File: config.mk
export PLATFORM = sky130hd
export DESIGN_NAME = seven_seg_scanner
export DESIGN_NICKNAME = d
export VERILOG_FILES = /design/src/rtl/seg_pkg.sv /design/src/rtl/seg_decoder.sv /design/src/rtl/seven_seg_scanner.sv
export SDC_FILE = /design/constraint.sdc
export NUM_CORES = 1
export LEC_CHECK = 0
export BUFFER_PORTS_ARGS = -buffer_cell sky130_fd_sc_hd__buf_2
export CORE_ASPECT_RATIO = 1.25
export CORE_MARGIN = 2
export CORE_UTILIZATION = 40
export CTS_BUF_LIST = sky130_fd_sc_hd__clkbuf_16
export DETAILED_ROUTE_END_ITERATION = 7
export SLEW_MARGIN = 20
export SYNTH_ARGS = -nofsm -noshare
export SYNTH_HDL_FRONTEND = slang
export SYNTH_SLANG_ARGS = --single-unit
export TNS_END_PERCENT = 100
File: constraint.sdc
create_clock -name clk -period 2.8 [get_ports clk]
set_input_delay 0.14 -clock clk [delete_from_list [all_inputs] [get_ports clk]]
set_output_delay 0.14 -clock clk [all_outputs]
set_load 0.02 [all_outputs]
File: src/rtl/seg_pkg.sv
// Shared constants for the seven-segment display path: active-low glyphs,
// controller state encodings and the double-dabble helper.
package seg_pkg;

    // {g,f,e,d,c,b,a}, active-low
    localparam logic [6:0] SEG_0     = 7'h40;
    localparam logic [6:0] SEG_1     = 7'h79;
    localparam logic [6:0] SEG_2     = 7'h24;
    localparam logic [6:0] SEG_3     = 7'h30;
    localparam logic [6:0] SEG_4     = 7'h19;
    localparam logic [6:0] SEG_5     = 7'h12;
    localparam logic [6:0] SEG_6     = 7'h02;
    localparam logic [6:0] SEG_7     = 7'h78;
    localparam logic [6:0] SEG_8     = 7'h00;
    localparam logic [6:0] SEG_9     = 7'h10;
    localparam logic [6:0] SEG_A     = 7'h08;
    localparam logic [6:0] SEG_B     = 7'h03;
    localparam logic [6:0] SEG_C     = 7'h46;
    localparam logic [6:0] SEG_D     = 7'h21;
    localparam logic [6:0] SEG_E     = 7'h06;
    localparam logic [6:0] SEG_F     = 7'h0E;
    localparam logic [6:0] SEG_DASH  = 7'h3F;
    localparam logic [6:0] SEG_BLANK = 7'h7F;

    localparam int BCD_ITER   = 16;
    localparam int BCD_DIGITS = 5;

    typedef enum logic [1:0] {
        ST_IDLE    = 2'd0,
        ST_CONVERT = 2'd1,
        ST_COMMIT  = 2'd2
    } state_t;

    // Add-3 correction applied to every BCD nibble before each shift.
    function automatic logic [4*BCD_DIGITS-1:0] dd_adjust(input logic [4*BCD_DIGITS-1:0] bcd);
        logic [4*BCD_DIGITS-1:0] r;
        r = bcd;
        for (int i = 0; i < BCD_DIGITS; i++) begin
            if (r[4*i +: 4] >= 4'd5)
                r[4*i +: 4] = r[4*i +: 4] + 4'd3;
        end
        return r;
    endfunction

endpackage

File: src/rtl/seg_decoder.sv
// Nibble to active-low seven-segment glyph; the dash flag overrides the nibble.
module seg_decoder
    import seg_pkg::*;
(
    input  logic [3:0] nibble_i,
    input  logic       dash_i,
    output logic [6:0] seg_o
);

    always_comb begin
        seg_o = SEG_BLANK;
        if (dash_i) begin
            seg_o = SEG_DASH;
        end else begin
            case (nibble_i)
                4'h0: seg_o = SEG_0;
                4'h1: seg_o = SEG_1;
                4'h2: seg_o = SEG_2;
                4'h3: seg_o = SEG_3;
                4'h4: seg_o = SEG_4;
                4'h5: seg_o = SEG_5;
                4'h6: seg_o = SEG_6;
                4'h7: seg_o = SEG_7;
                4'h8: seg_o = SEG_8;
                4'h9: seg_o = SEG_9;
                4'hA: seg_o = SEG_A;
                4'hB: seg_o = SEG_B;
                4'hC: seg_o = SEG_C;
                4'hD: seg_o = SEG_D;
                4'hE: seg_o = SEG_E;
                4'hF: seg_o = SEG_F;
                default: seg_o = SEG_BLANK;
            endcase
        end
    end

endmodule

File: src/rtl/seven_seg_scanner.sv
// 4-digit multiplexed display of a captured 16-bit value, hex or decimal.
// Decimal goes through a sequential double-dabble; the display register only changes on commit.
module seven_seg_scanner
    import seg_pkg::*;
#(
    parameter int SCAN_DIV   = 50000,
    parameter int NUM_DIGITS = 4
) (
    input  logic        clk,
    input  logic        rst_n,
    input  logic [15:0] value_i,
    input  logic        load_i,
    input  logic        decimal_mode_i,
    output logic        busy_o,
    output logic        overflow_o,
    output logic [6:0]  segments_o,
    output logic [3:0]  anodes_o
);

    localparam int              CW       = (SCAN_DIV > 1) ? $clog2(SCAN_DIV) : 1;
    localparam logic [CW-1:0]   CNT_LAST = CW'(SCAN_DIV - 1);

    generate
        if (NUM_DIGITS != 4) begin : g_bad_digits
            $error("seven_seg_scanner supports exactly 4 digits");
        end
    endgenerate

    // Scan path
    logic [CW-1:0] cnt_q;
    logic [1:0]    dig_q;
    logic [6:0]    seg_q;
    logic [3:0]    an_q;
    logic [3:0]    nib_d;
    logic [6:0]    seg_d;

    // Display / conversion state
    state_t        state_q;
    logic          busy_q;
    logic          ovf_q;
    logic [15:0]   disp_q;
    logic          dash_q;
    logic [15:0]   bin_q;
    logic [19:0]   bcd_q;
    logic [19:0]   bcd_adj_d;
    logic [3:0]    iter_q;
    logic          pend_v_q;
    logic [15:0]   pend_val_q;
    logic          pend_dec_q;

    // Request serviced this cycle: live Load in IDLE, else the pending slot
    logic          svc_v;
    logic [15:0]   svc_val;
    logic          svc_dec;

    assign nib_d = disp_q[{dig_q, 2'b00} +: 4];

    seg_decoder u_dec (
        .nibble_i (nib_d),
        .dash_i   (dash_q),
        .seg_o    (seg_d)
    );

    always_ff @(posedge clk or negedge rst_n) begin
        if (!rst_n) begin
            cnt_q <= '0;
            dig_q <= 2'd0;
            seg_q <= SEG_BLANK;
            an_q  <= 4'hF;
        end else if (cnt_q == CNT_LAST) begin
            cnt_q <= '0;
            dig_q <= dig_q + 2'd1;
            seg_q <= seg_d;
            an_q  <= ~(4'b0001 << dig_q);
        end else begin
            cnt_q <= cnt_q + CW'(1);
        end
    end

    assign bcd_adj_d = dd_adjust(bcd_q);

    always_comb begin
        svc_v   = 1'b0;
        svc_val = pend_val_q;
        svc_dec = pend_dec_q;
        if (state_q == ST_IDLE) begin
            if (load_i) begin
                svc_v   = 1'b1;
                svc_val = value_i;
                svc_dec = decimal_mode_i;
            end else begin
                svc_v   = pend_v_q;
            end
        end else if (state_q == ST_COMMIT) begin
            svc_v = pend_v_q;
        end
    end

    always_ff @(posedge clk or negedge rst_n) begin
        if (!rst_n) begin
            state_q    <= ST_IDLE;
            busy_q     <= 1'b0;
            ovf_q      <= 1'b0;
            disp_q     <= 16'h0000;
            dash_q     <= 1'b0;
            bin_q      <= 16'h0000;
            bcd_q      <= 20'h00000;
            iter_q     <= 4'd0;
            pend_v_q   <= 1'b0;
            pend_val_q <= 16'h0000;
            pend_dec_q <= 1'b0;
        end else begin
            case (state_q)
                ST_IDLE: ;
                ST_CONVERT: begin
                    {bcd_q, bin_q} <= {bcd_adj_d, bin_q} << 1;
                    iter_q         <= iter_q + 4'd1;
                    if (iter_q == 4'(BCD_ITER - 1))
                        state_q <= ST_COMMIT;
                end
                ST_COMMIT: begin
                    if (bcd_q[19:16] != 4'd0) begin
                        disp_q <= 16'hFFFF;
                        dash_q <= 1'b1;
                        ovf_q  <= 1'b1;
                    end else begin
                        disp_q <= bcd_q[15:0];
                        dash_q <= 1'b0;
                        ovf_q  <= 1'b0;
                    end
                    state_q <= ST_IDLE;
                    busy_q  <= 1'b0;
                end
                default: begin
                    state_q <= ST_IDLE;
                    busy_q  <= 1'b0;
                end
            endcase

            // Servicing overrides the commit defaults above, so a pending
            // decimal request chains with no Busy gap.
            if (svc_v) begin
                if (svc_dec) begin
                    bin_q   <= svc_val;
                    bcd_q   <= 20'h00000;
                    iter_q  <= 4'd0;
                    state_q <= ST_CONVERT;
                    busy_q  <= 1'b1;
                end else begin
                    disp_q  <= svc_val;
                    dash_q  <= 1'b0;
                    ovf_q   <= 1'b0;
                end
            end

            if (state_q != ST_IDLE && load_i) begin
                pend_v_q   <= 1'b1;
                pend_val_q <= value_i;
                pend_dec_q <= decimal_mode_i;
            end else if (svc_v) begin
                pend_v_q   <= 1'b0;
            end
        end
    end

    assign busy_o     = busy_q;
    assign overflow_o = ovf_q;
    assign segments_o = seg_q;
    assign anodes_o   = an_q;

endmodule
==> impl_metrics.toml, run 1 <==
[die]
die_y_um = 136
io_pins = 33
core_area_um2 = 13700
die_area_um2 = 14800
start_util_pct = 40.4
row_count = 48
fp.dieW_um = 109

[critical_path]
r2r-end = "segments_o[5]$_DFFE_PN1N_"
crit_required_ps = 3080
startpoint = "dig_q[0]$_DFFE_PN0N_"
crit_fanout = 7
critPathArrivalTime_ps = 2490
cp-end-kind = "flip-flop"
crit_type = "flip-flop to flip-flop"
reg2regPathDepth = 7
r2r_start = "dig_q[0]$_DFFE_PN0N_"
worst_setup_path_start_kind = "flip-flop"
reg2reg_slack_ps = 590
crit_end = "segments_o[5]$_DFFE_PN1N_"

[clock_tree]
root_buffer = "clkbuf_16"
cts_tree = "yes"
htreeDepth = 3
numCtsBuffers = 9
post_cts_buffers = 0
clockBufferDepth = 2
clk_latency_ps = 360
cts_sinks = 108
path_clk_slew_ps = 70

[placed_design]
gp_congestion = 0.825
preCtsSetupSlack_ps = 585
dpl-instance-area_um2 = 5900
hpwlAfterDp_mm = 7.99
io_buffers = 32

[sta]
timing.hold.ws_ps = 26.0
fin_crit_ps = 2210
slew_viol_final = 0
skew_ps = 13.4
fin_crit_sh_pct = 78.9
setup_tns_ps = 0
setup_viol = 0
finalHoldViolCount = 0
slew_headroom_pct = 40.4
rsz0062_at_grt = "false"
tightest_slew_ps = 891
max_freq_ghz = 0.453
layout_setup_ws_ps = 591

[drt]
vias = 3950
vias_per_cell = 5.40
drt_iter0_markers = 243
wl_met2_mm = 5.56
drt-total-wl_mm = 11.4
highest_layer = "met4"
wl_per_cell_um = 15.6
wirelength_met1_mm = 5.15
wl_met3_um = 421
drc_errors = 0
drtAntennaViolNets = 0
drtPass1Iterations = 4

[yosys]
synth-main-ff-cell = "dfrtp_1"
yosysWarnings = 0
synth_edf_count = 0
synthCells = 529
synth_cell_type_count = 44
ys_seq_elements = 108
ys_seq_area_share_pct = 49.1
async_flop_share_pct = 100
synth_area_um2 = 5540
synth_nets = 571
syn-mean-instance-area_um2 = 10.5

[final_layout]
layout-drive-gt1-share_pct = 16.5
design_area_um2 = 6170
final_common_cell = "dfrtp_1"
antenna_cells = 0
area_growth_pct = 11.5
final_cell_mix = "97 x dfrtp_1, 61 x a21oi_1, 46 x nand2_1"
num-nets-final = 594

[global_route]
grt.overflow.total = 0
grt_start_max_net_pins = 76
grt_pass1_vias = 4047
grt.total_usage_pct = 16.8
grt_pass1_wl_mm = 19.6
antenna_found_initial = 0

[power_and_ir_drop]
leakagePower_nw = 2.66
total_power_mw = 5.96
peakVddDrop_v = 0.000513
powerDensity_nw_per_um2 = 966

[worst_hold_path]
hp-class = "input port to flip-flop"

[run_status]
outcome = "completed"

[run]
max_cap_viol_count = 0
## how the worst min path moves through the flow
| stage | startpoint | cells past startpoint | end |
|---|---|---|---|
| 2_1_floorplan | rst_n | 0 | bcd_q[0]$_DFF_PN0_ |
| 3_3_place_gp | rst_n | 1 | cnt_q[10]$_DFF_PN0_ |
| 3_5_place_dp | rst_n | 1 | cnt_q[10]$_DFF_PN0_ |
| 4_1_cts | value_i[7] | 2 | pend_val_q[7]$_DFFE_PN0P_ |
| 5_1_grt | value_i[10] | 2 | pend_val_q[10]$_DFFE_PN0P_ |
| 6_report | value_i[7] | 2 | pend_val_q[7]$_DFFE_PN0P_ |
## routing by layer
layer	global-route usage, %	up-vias
met5	0	-
met4	7.45	0
met3	3.03	23
met2	27.5	69
met1	21.7	1936
li1	-	1922
## stage by stage
| stage | cells | util, % |
|---|---|---|
| floorplan | 529 | - |
| global placement | 715 | 43.0 |
| detailed placement | 715 | 43.1 |
| CTS | 732 | 45.1 |
| global route | 732 | 45.1 |
| finish | 732 | 45.1 |
## cells in the mapped netlist, types with 11 or more instances
master / instances / area [µm²]
nand3_1: 11 / 55.1
a21oi_1: 63 / 315
nor2_1: 27 / 101
mux2_2: 17 / 191
nand2_1: 46 / 173
mux2i_1: 26 / 260
a211oi_1: 16 / 120
clkbuf_1: 14 / 52.6
dfstp_2: 11 / 289
dfrtp_1: 97 / 2430
and2_1: 18 / 113
inv_1: 17 / 63.8
ha_1: 22 / 275
xnor2_1: 13 / 114
nor2b_1: 19 / 119
o21ai_0: 16 / 80.1
a2111oi_0: 16 / 140
## power by group
group          leakage (nW)  switching, mW  internal (mW)
clock                 0.132          0.583          0.599
sequential             1.30          0.389           2.06
combinational          1.23           1.27           1.06
total                  2.66           2.24           3.72
## worst max-delay path, cell delays in order (launching register included)
cell	delay (ps)
dfrtp_1	520
mux4_1	710
inv_1	170
ha_1	180
inv_1	40
mux2i_1	120
nor2_1	60
o32a_1	340
## flip-flops by register name, summed over array words and instances (netlist names), 2 cells and up
signal      cells
bin_q          16
cnt_q          16
iter_q          4
bcd_q          20
pend_val_q     16
disp_q         16
anodes_o        4
segments_o      7
dig_q           2
state_q         2
## cell type report
| type | instances | area [µm²] |
|---|---|---|
| fillers | 1308 | 7520 |
| flip-flops and latches | 108 | 2720 |
| multi-input cells | 375 | 2650 |
| repair buffers | 41 | 258 |
| clock buffers | 9 | 225 |
| well taps | 175 | 219 |
| inverters | 17 | 63.8 |
| clock inverters | 7 | 41.3 |
## what timing repair did
action / CTS / global route
hold buffers: 1 / 0
gates resized for setup: 0 / 0
setup endpoints to repair: 0 / 0
hold endpoints to repair: 33 / 0
## cell families (layout without fill, tap and decap cells)
logic type,count (synthesis),after routing,synth area share [%]
buffers and inverters,46,74,3.64
AOI/OAI and AO/OA,128,128,14.4
DFF,108,108,49.1
muxes,48,48,10.2
xor gates and xnor gates,23,23,3.64
adders and majority gates,22,22,4.97
and+or+nand+nor,154,154,14.1
No activity file was read; power rests on OpenSTA's default activity.
==> inputs of run 2 (changes only) <==
--- a/config.mk
+++ b/config.mk
@@ -5,6 +5,7 @@
 export SDC_FILE = /design/constraint.sdc
 export NUM_CORES = 1
 export LEC_CHECK = 0
+export ABC_AREA = 1
 export BUFFER_PORTS_ARGS = -buffer_cell sky130_fd_sc_hd__buf_2
 export CORE_ASPECT_RATIO = 1.25
 export CORE_MARGIN = 2
==> constraint.sdc (replaced) <==
create_clock -name clk -period 1.95 [get_ports clk]
set_input_delay 0.0975 -clock clk [delete_from_list [all_inputs] [get_ports clk]]
set_output_delay 0.0975 -clock clk [all_outputs]
set_load 0.02 [all_outputs]
==> run 2 against run 1 <==
Global-route usage is 0.63 points higher. Sequential power is 41% higher. Clock skew is 5.7 ps lower. Critical path type unchanged.
==> impl_metrics.toml, run 2 <==
[clock_tree]
path_clk_slew_ps = 70
root_buffer = "clkbuf_16"
clk_latency_ps = 350
htreeDepth = 3
numCtsBuffers = 9
clockBufferDepth = 2
cts_sinks = 108
cts_tree = "yes"

[final_layout]
final_cell_mix = "193 x nand2_1, 95 x dfrtp_1, 94 x inv_1"
num-nets-final = 831
area_growth_pct = 14.3
largest_register_ffs = 20
layout-drive-gt1-share_pct = 12.1
top_register = "bcd_q"
final_util_pct = 46.2
instances_no_fill = 972
final_common_cell = "nand2_1"
antenna_cells = 0

[drt]
vias = 4845
drt-total-wl_mm = 12.7
vias_per_cell = 4.98
drtAntennaViolNets = 0
drt_iter0_markers = 305
wl_per_cell_um = 13.1
drtPass1Iterations = 5
drc_errors = 0

[sta]
skew_ps = 7.69
rsz0062_at_grt = "false"
setup_tns_ps = 0
slew_viol_final = 0
fin_crit_sh_pct = 89.7
timing.hold.ws_ps = 15.2
slew_headroom_pct = 64.1
fin_crit_ps = 1750
finalHoldViolCount = 0
max_freq_ghz = 0.572
tightest_slew_ps = 537
setup_viol = 0

[critical_path]
crit_fanout = 7
crit_required_ps = 2230
path_cells = "inv_1 -> nand3_1 -> nand2_1 -> inv_1 -> ha_2 -> inv_1 -> nand2_1 -> nand3_1 -> nand3_1 -> nand2_1 -> nand2_1"
crit_family = "simple AND/OR/NAND/NOR gates"
crit_type = "flip-flop to flip-flop"
reg2regPathDepth = 11
cp_num_cells = 11
crit_path_top_delay_cell = "dfrtp_2"
timing.critical_path.mode_cell = "nand2_1"
slowest_delay_ps = 460
cp-end-kind = "flip-flop"
worst_setup_path_start_kind = "flip-flop"
worst-path-buf-inv = 3
critPathArrivalTime_ps = 2030

[global_route]
grt_pass1_vias = 4628
antenna_found_initial = 0
grt.total_usage_pct = 17.4
grt_pass1_wl_mm = 22.0
grt.overflow.total = 0
grt_start_max_net_pins = 39

[yosys]
async_flop_share_pct = 100
synth_cell_type_count = 28
synth_edf_count = 0
yosysMostFrequentCell = "nand2_1"
synth_area_um2 = 5780
synth-main-ff-cell = "dfrtp_1"
synth_nets = 792
synth_commonest_cells = "194 x nand2_1, 97 x dfrtp_1, 92 x inv_1, 84 x o21ai_0, 62 x nor2_1"
synthCells = 750
yosysTopAreaCellShare_pct = 42.0
synth.area.top_cells = "dfrtp_1 42%, nand2_1 13%, o21ai_0 7.3%, inv_1 6.0%, dfstp_2 5.0%"
syn-mean-instance-area_um2 = 7.71
synth.largest_area_cell = "dfrtp_1"
ys_seq_area_share_pct = 47.0
yosysWarnings = 0
ys_seq_elements = 108

[die]
die_y_um = 138
start_util_pct = 40.5
die_area_um2 = 15400
io_pins = 33
core_area_um2 = 14300
fp.dieW_um = 112
row_count = 49

[power_and_ir_drop]
pwr-share-comb_pct = 37.6
p_sw_share_pct = 38.1
power.internal_mw = 5.47
power_switching_mw = 3.36
p_seq_share_pct = 39.2
powerDensity_nw_per_um2 = 1340
leakagePower_nw = 3.41
clockPowerShare_pct = 23.2
peakVddDrop_v = 0.000528

[placed_design]
placedCellCount = 949
hpwlAfterDp_mm = 9.28
io_buffers = 32
gp_congestion = 0.864

[run_status]
outcome = "completed"

[worst_hold_path]
hp-class = "input port to flip-flop"
hold_depth = 3

[run]
max_cap_viol_count = 0
==> run 2: cell count changes after synthesis, moves of 12 or more <==
cell / before / now
and2_1: 18 / 0
nand2_1: 46 / 194
a21oi_1: 63 / 35
o21ai_0: 16 / 84
mux2_2: 17 / 0
mux2i_1: 26 / 0
nor2_1: 27 / 62
xnor2_1: 13 / 1
a2111oi_0: 16 / 0
a211oi_1: 16 / 0
nor2b_1: 19 / 0
nand3_1: 11 / 56
inv_1: 17 / 92
==> run 2: per-layer routing <==
metal  wire (µm)  vias up  global-route usage, %  share of wire (%)
met4         375        0                   7.93                3.0
met3         372       23                   2.63                2.9
met1        5920     2249                   22.9                 47
met5           0        -                      0                  0
li1            -     2482                      -                  -
met2        6040       91                   28.5                 48
==> run 2: per-stage QoR <==
stage	instance area, µm²	total power, mW	setup WS, ps
floorplan	5780	5.86	338
global placement	6200	6.65	199
detailed placement	6200	6.80	77.4
CTS	6570	8.90	64.1
global route	6610	9.64	13.7
finish	6610	8.83	201
==> run 2: final timing paths <==
| check | end | slack (ps) | start |
|---|---|---|---|
| worst max-delay path | segments_o[0]$_DFFE_PN1N_ | 200 | dig_q[1]$_DFFE_PN0N_ |
| worst max register to register | segments_o[0]$_DFFE_PN1N_ | 200 | dig_q[1]$_DFFE_PN0N_ |
| min in group asynchronous | cnt_q[11]$_DFF_PN0_ | 260 | rst_n |
| max in group asynchronous | anodes_o[3]$_DFFE_PN1N_ | 1020 | rst_n |
| worst min register to register | cnt_q[0]$_DFF_PN0_ | 460 | cnt_q[0]$_DFF_PN0_ |
| worst min-delay path | pend_val_q[3]$_DFFE_PN0P_ | 20 | value_i[3] |
==> run 2: what timing repair did <==
| item | in CTS | in global routing |
|---|---|---|
| hold buffers | 4 | 0 |
| setup endpoints to repair | 0 | 7 |
| buffers inserted | 0 | 3 |
| hold endpoints to repair | 38 | 0 |
| gates resized for setup | 0 | 5 |
==> run 2: cells by family (layout without fill, tap and decap cells) <==
family / after synthesis / after routing / synth area share [%]
flip-flops: 108 / 108 / 47.0
AND/OR/NAND/NOR: 331 / 331 / 23.5
AO/OA/AOI/OAI: 144 / 144 / 13.3
XOR/XNOR: 19 / 19 / 2.88
adder cells (fa/ha/maj): 22 / 22 / 4.76
buffers and inverters: 126 / 170 / 8.59
==> run 2: cell type report <==
class	instances	area, µm²
clock buffers	9	225
clock inverters	7	108
fillers	1416	7680
inverters	99	374
multi-input cells	516	2570
flip-flops and latches	108	2720
well taps	178	223
repair buffers	55	383
==> run 2: power by group through the flow <==
stage / clock (mW) / combinational, mW / sequential (mW)
6_report: 2.05 / 3.32 / 3.46
4_1_cts: 2.11 / 3.33 / 3.46
2_1_floorplan: 0 / 2.51 / 3.35
3_3_place_gp: 0 / 3.18 / 3.48
5_1_grt: 2.21 / 3.89 / 3.55
3_5_place_dp: 0 / 3.30 / 3.49
==> run 2: tightest hold or removal path, cell delays in order <==
cell and delay [ps]:
buf_2 90, inv_1 50, o21ai_0 80
